===== config.mk =====
export PLATFORM = sky130hd
export DESIGN_NAME = tlu_dut_responder
export DESIGN_NICKNAME = d
export VERILOG_FILES = /design/src/rtl/tlu_dut_responder.sv
export SDC_FILE = /design/constraint.sdc
export NUM_CORES = 1
export LEC_CHECK = 0
export ABC_AREA = 1
export CORE_MARGIN = 2
export CORE_UTILIZATION = 45
export CTS_CLUSTER_DIAMETER = 30
export DETAILED_ROUTE_END_ITERATION = 6
export DONT_BUFFER_PORTS = 1
export PLACE_DENSITY_LB_ADDON = 0.2
export SYNTH_ARGS = -nofsm -noshare
export SYNTH_HDL_FRONTEND = slang
export SYNTH_SLANG_ARGS = --single-unit

===== constraint.sdc =====
create_clock -name CLK -period 2.2 [get_ports CLK]
set_input_delay 0.33 -clock CLK [delete_from_list [all_inputs] [get_ports CLK]]
set_output_delay 0.33 -clock CLK [all_outputs]
set_load 0.02 [all_outputs]

===== src/rtl/tlu_dut_responder.sv =====
// DUT-side TLU trigger handshake: synchronises the trigger line, answers with BUSY/TLU_CLOCK
// and deserialises the trigger number LSB first. Optional trigger-stuck timeout: TLU_DUT_RESP_TIMEOUT_EN.
module tlu_dut_responder #(
    parameter int TRIGGER_BITS   = 16,
    parameter int TIMEOUT_CYCLES = 65535
) (
    input  logic        CLK,
    input  logic        RST,
    input  logic        EN,
    input  logic [1:0]  MODE,
    input  logic [7:0]  CLK_HALF,
    input  logic [15:0] DEAD_TIME,
    input  logic        TLU_TRIGGER,
    output logic        TLU_BUSY,
    output logic        TLU_CLOCK,
    output logic [31:0] TRIGGER_ID,
    output logic        TRIGGER_ID_VALID,
    output logic [31:0] TRIGGER_COUNT,
    output logic        TIMEOUT_ERR
);

    typedef enum logic [2:0] {IDLE, WAIT_LOW, CLK_HI, CLK_LO, LATCH, DEAD} state_t;

    state_t                  state_q, state_d;
    logic                    sync1_q, sync2_q, prev_q;
    logic                    busy_q, busy_d;
    logic                    tclk_q, tclk_d;
    logic [31:0]             id_q, id_d;
    logic                    valid_q, valid_d;
    logic [31:0]             count_q, count_d;
    logic                    data_mode_q, data_mode_d;
    logic [7:0]              half_q, half_d;
    logic [15:0]             cnt_q, cnt_d;
    logic [5:0]              bit_q, bit_d;
    logic [TRIGGER_BITS-1:0] shift_q, shift_d;
    logic                    rise;

`ifdef TLU_DUT_RESP_TIMEOUT_EN
    logic [31:0]             to_q, to_d;
    logic                    err_q, err_d;
`else
    logic                    unused_timeout;
    assign unused_timeout = ^TIMEOUT_CYCLES;
`endif

    // Only a fresh 0->1 transition of the synchronised line counts as a trigger.
    assign rise = sync2_q & ~prev_q;

    always_comb begin
        state_d     = state_q;
        busy_d      = busy_q;
        tclk_d      = tclk_q;
        id_d        = id_q;
        valid_d     = 1'b0;
        count_d     = count_q;
        data_mode_d = data_mode_q;
        half_d      = half_q;
        cnt_d       = cnt_q;
        bit_d       = bit_q;
        shift_d     = shift_q;
`ifdef TLU_DUT_RESP_TIMEOUT_EN
        to_d        = to_q;
        err_d       = err_q;
`endif
        case (state_q)
            IDLE: begin
                if (rise && EN) begin
                    if (MODE == 2'd1 || MODE == 2'd2) begin
                        busy_d      = 1'b1;
                        data_mode_d = (MODE == 2'd2);
                        half_d      = (CLK_HALF == 8'd0) ? 8'd1 : CLK_HALF;
`ifdef TLU_DUT_RESP_TIMEOUT_EN
                        to_d        = 32'd0;
`endif
                        state_d     = WAIT_LOW;
                    end else begin
                        id_d    = count_q;
                        valid_d = 1'b1;
                        count_d = count_q + 32'd1;
                    end
                end
            end
            WAIT_LOW: begin
                if (!sync2_q) begin
                    shift_d = '0;
                    bit_d   = 6'd0;
                    cnt_d   = 16'd0;
                    if (data_mode_q) begin
                        tclk_d  = 1'b1;
                        state_d = CLK_HI;
                    end else begin
                        state_d = LATCH;
                    end
                end
`ifdef TLU_DUT_RESP_TIMEOUT_EN
                else if (to_q == 32'(TIMEOUT_CYCLES - 1)) begin
                    err_d   = 1'b1;
                    cnt_d   = 16'd0;
                    state_d = DEAD;
                end else begin
                    to_d = to_q + 32'd1;
                end
`endif
            end
            CLK_HI: begin
                if (cnt_q == {8'd0, half_q - 8'd1}) begin
                    cnt_d   = 16'd0;
                    tclk_d  = 1'b0;
                    state_d = CLK_LO;
                end else begin
                    cnt_d = cnt_q + 16'd1;
                end
            end
            CLK_LO: begin
                if (cnt_q == {8'd0, half_q - 8'd1}) begin
                    // Sample as late as possible to give the TLU the whole period to update.
                    cnt_d = 16'd0;
                    for (int i = 0; i < TRIGGER_BITS; i++) begin
                        if (bit_q == 6'(i)) shift_d[i] = sync2_q;
                    end
                    if (bit_q == 6'(TRIGGER_BITS - 1)) begin
                        state_d = LATCH;
                    end else begin
                        bit_d   = bit_q + 6'd1;
                        tclk_d  = 1'b1;
                        state_d = CLK_HI;
                    end
                end else begin
                    cnt_d = cnt_q + 16'd1;
                end
            end
            LATCH: begin
                id_d    = 32'(shift_q);
                valid_d = 1'b1;
                count_d = count_q + 32'd1;
                cnt_d   = 16'd0;
                state_d = DEAD;
            end
            DEAD: begin
                if (cnt_q >= DEAD_TIME) begin
                    busy_d  = 1'b0;
                    state_d = IDLE;
                end else begin
                    cnt_d = cnt_q + 16'd1;
                end
            end
            default: state_d = IDLE;
        endcase
    end

    always_ff @(posedge CLK) begin
        if (RST) begin
            state_q     <= IDLE;
            sync1_q     <= 1'b0;
            sync2_q     <= 1'b0;
            prev_q      <= 1'b0;
            busy_q      <= 1'b0;
            tclk_q      <= 1'b0;
            id_q        <= 32'd0;
            valid_q     <= 1'b0;
            count_q     <= 32'd0;
            data_mode_q <= 1'b0;
            half_q      <= 8'd1;
            cnt_q       <= 16'd0;
            bit_q       <= 6'd0;
            shift_q     <= '0;
`ifdef TLU_DUT_RESP_TIMEOUT_EN
            to_q        <= 32'd0;
            err_q       <= 1'b0;
`endif
        end else begin
            state_q     <= state_d;
            sync1_q     <= TLU_TRIGGER;
            sync2_q     <= sync1_q;
            prev_q      <= sync2_q;
            busy_q      <= busy_d;
            tclk_q      <= tclk_d;
            id_q        <= id_d;
            valid_q     <= valid_d;
            count_q     <= count_d;
            data_mode_q <= data_mode_d;
            half_q      <= half_d;
            cnt_q       <= cnt_d;
            bit_q       <= bit_d;
            shift_q     <= shift_d;
`ifdef TLU_DUT_RESP_TIMEOUT_EN
            to_q        <= to_d;
            err_q       <= err_d;
`endif
        end
    end

    assign TLU_BUSY         = busy_q;
    assign TLU_CLOCK        = tclk_q;
    assign TRIGGER_ID       = id_q;
    assign TRIGGER_ID_VALID = valid_q;
    assign TRIGGER_COUNT    = count_q;
`ifdef TLU_DUT_RESP_TIMEOUT_EN
    assign TIMEOUT_ERR      = err_q;
`else
    assign TIMEOUT_ERR      = 1'b0;
`endif

endmodule


==> impl_metrics.toml <==
[critical_path]
max_stage_delay_ps = 340
worst_setup_path_start_kind = "register"
end_kind = "register"
critical_path_required_ps = 2490
critPathSlowestCell = "dfxtp_2"
cp_cell_sequence = "inv_1 > ha_4 > xor2_2 > nand2_1 > nor2_1 > nand3_1 > nor2_1 > nand3b_1 > nand2_4 > buf_12 > nand3_4 > nand2_1 > a21oi_1"
timing.critical_path.arrival_ps = 2360
crit_path_max_fanout = 7
criticalPathCategory = "reg -> reg"

[logic_synthesis]
synth-seq-area-share = 0.360
synth_cell_type_count = 39
synth_enable_flop_cells = 0
yosysWarningCount = 0
main_combinational_cell_family_by_area_after_synthesis = "simple AND/OR/NAND/NOR gates"
postSynth.asyncResetShare = 0
synth_compound_gate_area_share = 0.142
synth.area.mux_share = 0
yosys.area_share.xor_xnor = 0.0329
post_synth_fa_ha_maj_area_fraction = 0.0451
postSynth.topFlopCell = "dfxtp_1"
synth_largest_type_area_fraction = 0.360
yosys-top-cells-area = "dfxtp_1, nand2_1, a21oi_1"
synth.cell_area_sq_um = 6670
synthesized_nets = 1028
synthesized_area_fraction_occupied_by_and_or_nand_nor_cells = 0.321
netlist_instances = 974
synth.ff_latch_count = 120
synth.avg_cell_area_sq_um = 6.84
synth_area_leader = "dfxtp_1"

[sta]
setup_ws_ps = 134
post-route-period-util = 0.939
timing.hold.ws_ps = 49.1
slew_violations = 0
worst_margin_slew_ps = 584
clock-skew-final_ps = 12.4
finalSetupViolations = 0
highest_attainable_clock_frequency_mhz = 484
hold_viol = 0
final_period_minus_worst_setup_slack_ps = 2070
slew_headroom = 0.610

[detailed_routing]
drc = 0
drt.antenna.violating_nets = 0
vias = 6450
drt-pass1-iter-count = 5
route.final.wire_length_microns = 18000
wire_per_inst_microns = 14.9
initialDrtViolationCount = 537
vias_per_cell = 5.33

[floorplan]
io-pin-count = 98
std_cell_rows = 44
die-height_microns = 126
start_util = 0.460
die_area_sq_um = 15800
dieWidth_microns = 126
core_area_sq_um = 14500

[layout]
num-fill-cells = 1442
flow.area_growth_from_synthesis_pct = 18.1
final_core_utilization = 0.543
share_of_post_route_cells_with_drive_strength_above_1 = 0.126
layout.cell_area.non_filler_sq_um = 7870
antennaDiodeCount = 0
layout.nets = 1068

[power_and_ir_drop]
total_leakage_power_nw = 3.19
finalPower_mw = 7.06
pwr_cell_area_nw_per_um2 = 897
worst_supply_voltage_drop_on_vdd_mv = 0.614

[cts]
cts.htree.levels = 4
post_cts_clock_slew_at_the_launch_and_capture_registers_of_the_worst_setup_and_hold_paths_ps = 60
clock_tree.buffer_depth = 2
clock_tree_from_tritoncts = "yes"
cts_root_buffer = "clkbuf_16"
cts_buffers = 17
clk-insertion-delay-late_ps = 420
clock_sinks = 120

[place]
io_buffers = 0
preCtsSetupSlack_ps = 118
place.gp.congestion = 0.836
placedInstanceArea_sq_um = 7120
dpl.hpwl_microns = 12700

[global_route]
wire_length_of_the_first_global_routing_pass_microns = 29300
number_of_global_route_vias_before_repair = 5945
gr-usage-all-layers = 0.225
grt_remaining_overflow = 0
grt_max_degree = 48
antenna_found_initial = 0

[job]
cap_viol_max_count = 0

[status]
outcome = "completed"

[hold_path]
timing.hold.worst.class = "in -> reg"
## worst paths after layout
check / startpoint / end / slack [ps] / cells after the start
setup / recovery: half_q[1]$_SDFFE_PP0P_ / bit_q[2]$_SDFFE_PP0P_ / 130 / 13
hold / removal: TLU_TRIGGER / sync1_q$_SDFF_PP0_ / 50 / 2
setup reg to reg: half_q[1]$_SDFFE_PP0P_ / bit_q[2]$_SDFFE_PP0P_ / 130 / 13
hold reg to reg: sync1_q$_SDFF_PP0_ / sync2_q$_SDFF_PP0_ / 420 / 2
## area by class of cell
cell class	count	area, sq um	share of cell area
Clock inverter	8	123	0.0156
Timing Repair Buffer	61	548	0.0696
Multi-Input combinational cell	694	3650	0.463
Clock buffer	22	464	0.0590
Inverter	120	453	0.0576
Tap cell	184	230	0.0293
Sequential cell	120	2400	0.306
## registers in the layout, indices dropped and copies added, names as in the netlist
register,cells
TLU_BUSY,1
TLU_CLOCK,1
TRIGGER_COUNT,32
TRIGGER_ID,32
TRIGGER_ID_VALID,1
bit_q,6
cnt_q,16
data_mode_q,1
half_q,8
prev_q,1
shift_q,16
state_q,3
sync1_q,1
sync2_q,1
## kinds of logic (layout without fill, tap and decap cells)
kind of cell | Yosys count | count (layout)
AO/OA/AOI/OAI | 176 | 176
adder cells (fa/ha/maj) | 24 | 24
XOR/XNOR | 25 | 25
AND/OR/NAND/NOR | 468 | 468
flip-flops | 120 | 120
buffers and inverters | 160 | 211
other | 1 | 1
## per-stage QoR
step           setup TNS (ps)  cells
2_1_floorplan               0    974
5_1_grt                  -137   1209
3_5_place_dp                0   1174
3_3_place_gp                0   1174
4_1_cts                     0   1205
6_report                    0   1209
## what timing repair did
action | CTS | global route
endpoints found under the setup margin | 0 | 28
endpoints found under the hold margin | 47 | 0
buffers inserted | 0 | 1
hold buffers | 1 | 0
resized for setup | 0 | 17
## Yosys cell counts (3+ instances only)
library cell,instances
buf_6,3
a211oi_1,13
ha_1,24
nand3b_1,3
nor2_1,108
nand4_1,34
nor3b_1,4
a21oi_1,90
nand2_2,8
buf_1,4
a31oi_1,12
clkbuf_1,18
inv_2,6
buf_4,3
inv_1,114
nand3_2,3
xnor2_1,7
nor2_4,4
xor2_1,18
nor2_2,5
nor3_1,32
o21ai_0,55
buf_2,11
dfxtp_1,120
nand3_1,66
nor4_1,7
nand2_1,186
## critical path: cells and delay by family (launching register included)
family,cells,cell delay [ps]
xor gates and xnor gates,1,150
buffers and inverters,2,210
and+or+nand+nor,8,910
AOI/OAI and AO/OA,1,60
DFF,1,340
adders and majority gates,1,270
## metal layers
layer / part of all wire / track usage / vias up / wire length, microns
met4: 0.015 / 0.0686 / 0 / 267
met3: 0.049 / 0.0556 / 20 / 873
li1: - / - / 3311 / -
met1: 0.48 / 0.310 / 2965 / 8670
met5: 0 / 0 / - / 0
met2: 0.45 / 0.350 / 154 / 8170
## cells in the final DEF, fill, tap and decap left out, types with 9 or more instances in the layout
cell	synthesis	layout
nand2_1	186	184
dfxtp_1	120	118
inv_1	114	113
nor2_1	108	106
a21oi_1	90	90
nand3_1	66	66
o21ai_0	55	55
buf_4	3	55
nand4_1	34	34
nor3_1	32	32
ha_1	24	23
clkbuf_16	0	20
xor2_1	18	17
a211oi_1	13	13
a31oi_1	12	12
nand2_2	8	9
## report_power, final
part / switching [mW] / total (mW) / internal, mW
registers: 0.369 / 2.76 / 2.39
logic: 0.996 / 1.50 / 0.505
clock network: 0.981 / 2.80 / 1.82
total: 2.35 / 7.06 / 4.71
Power figures use the tool's default switching activity.
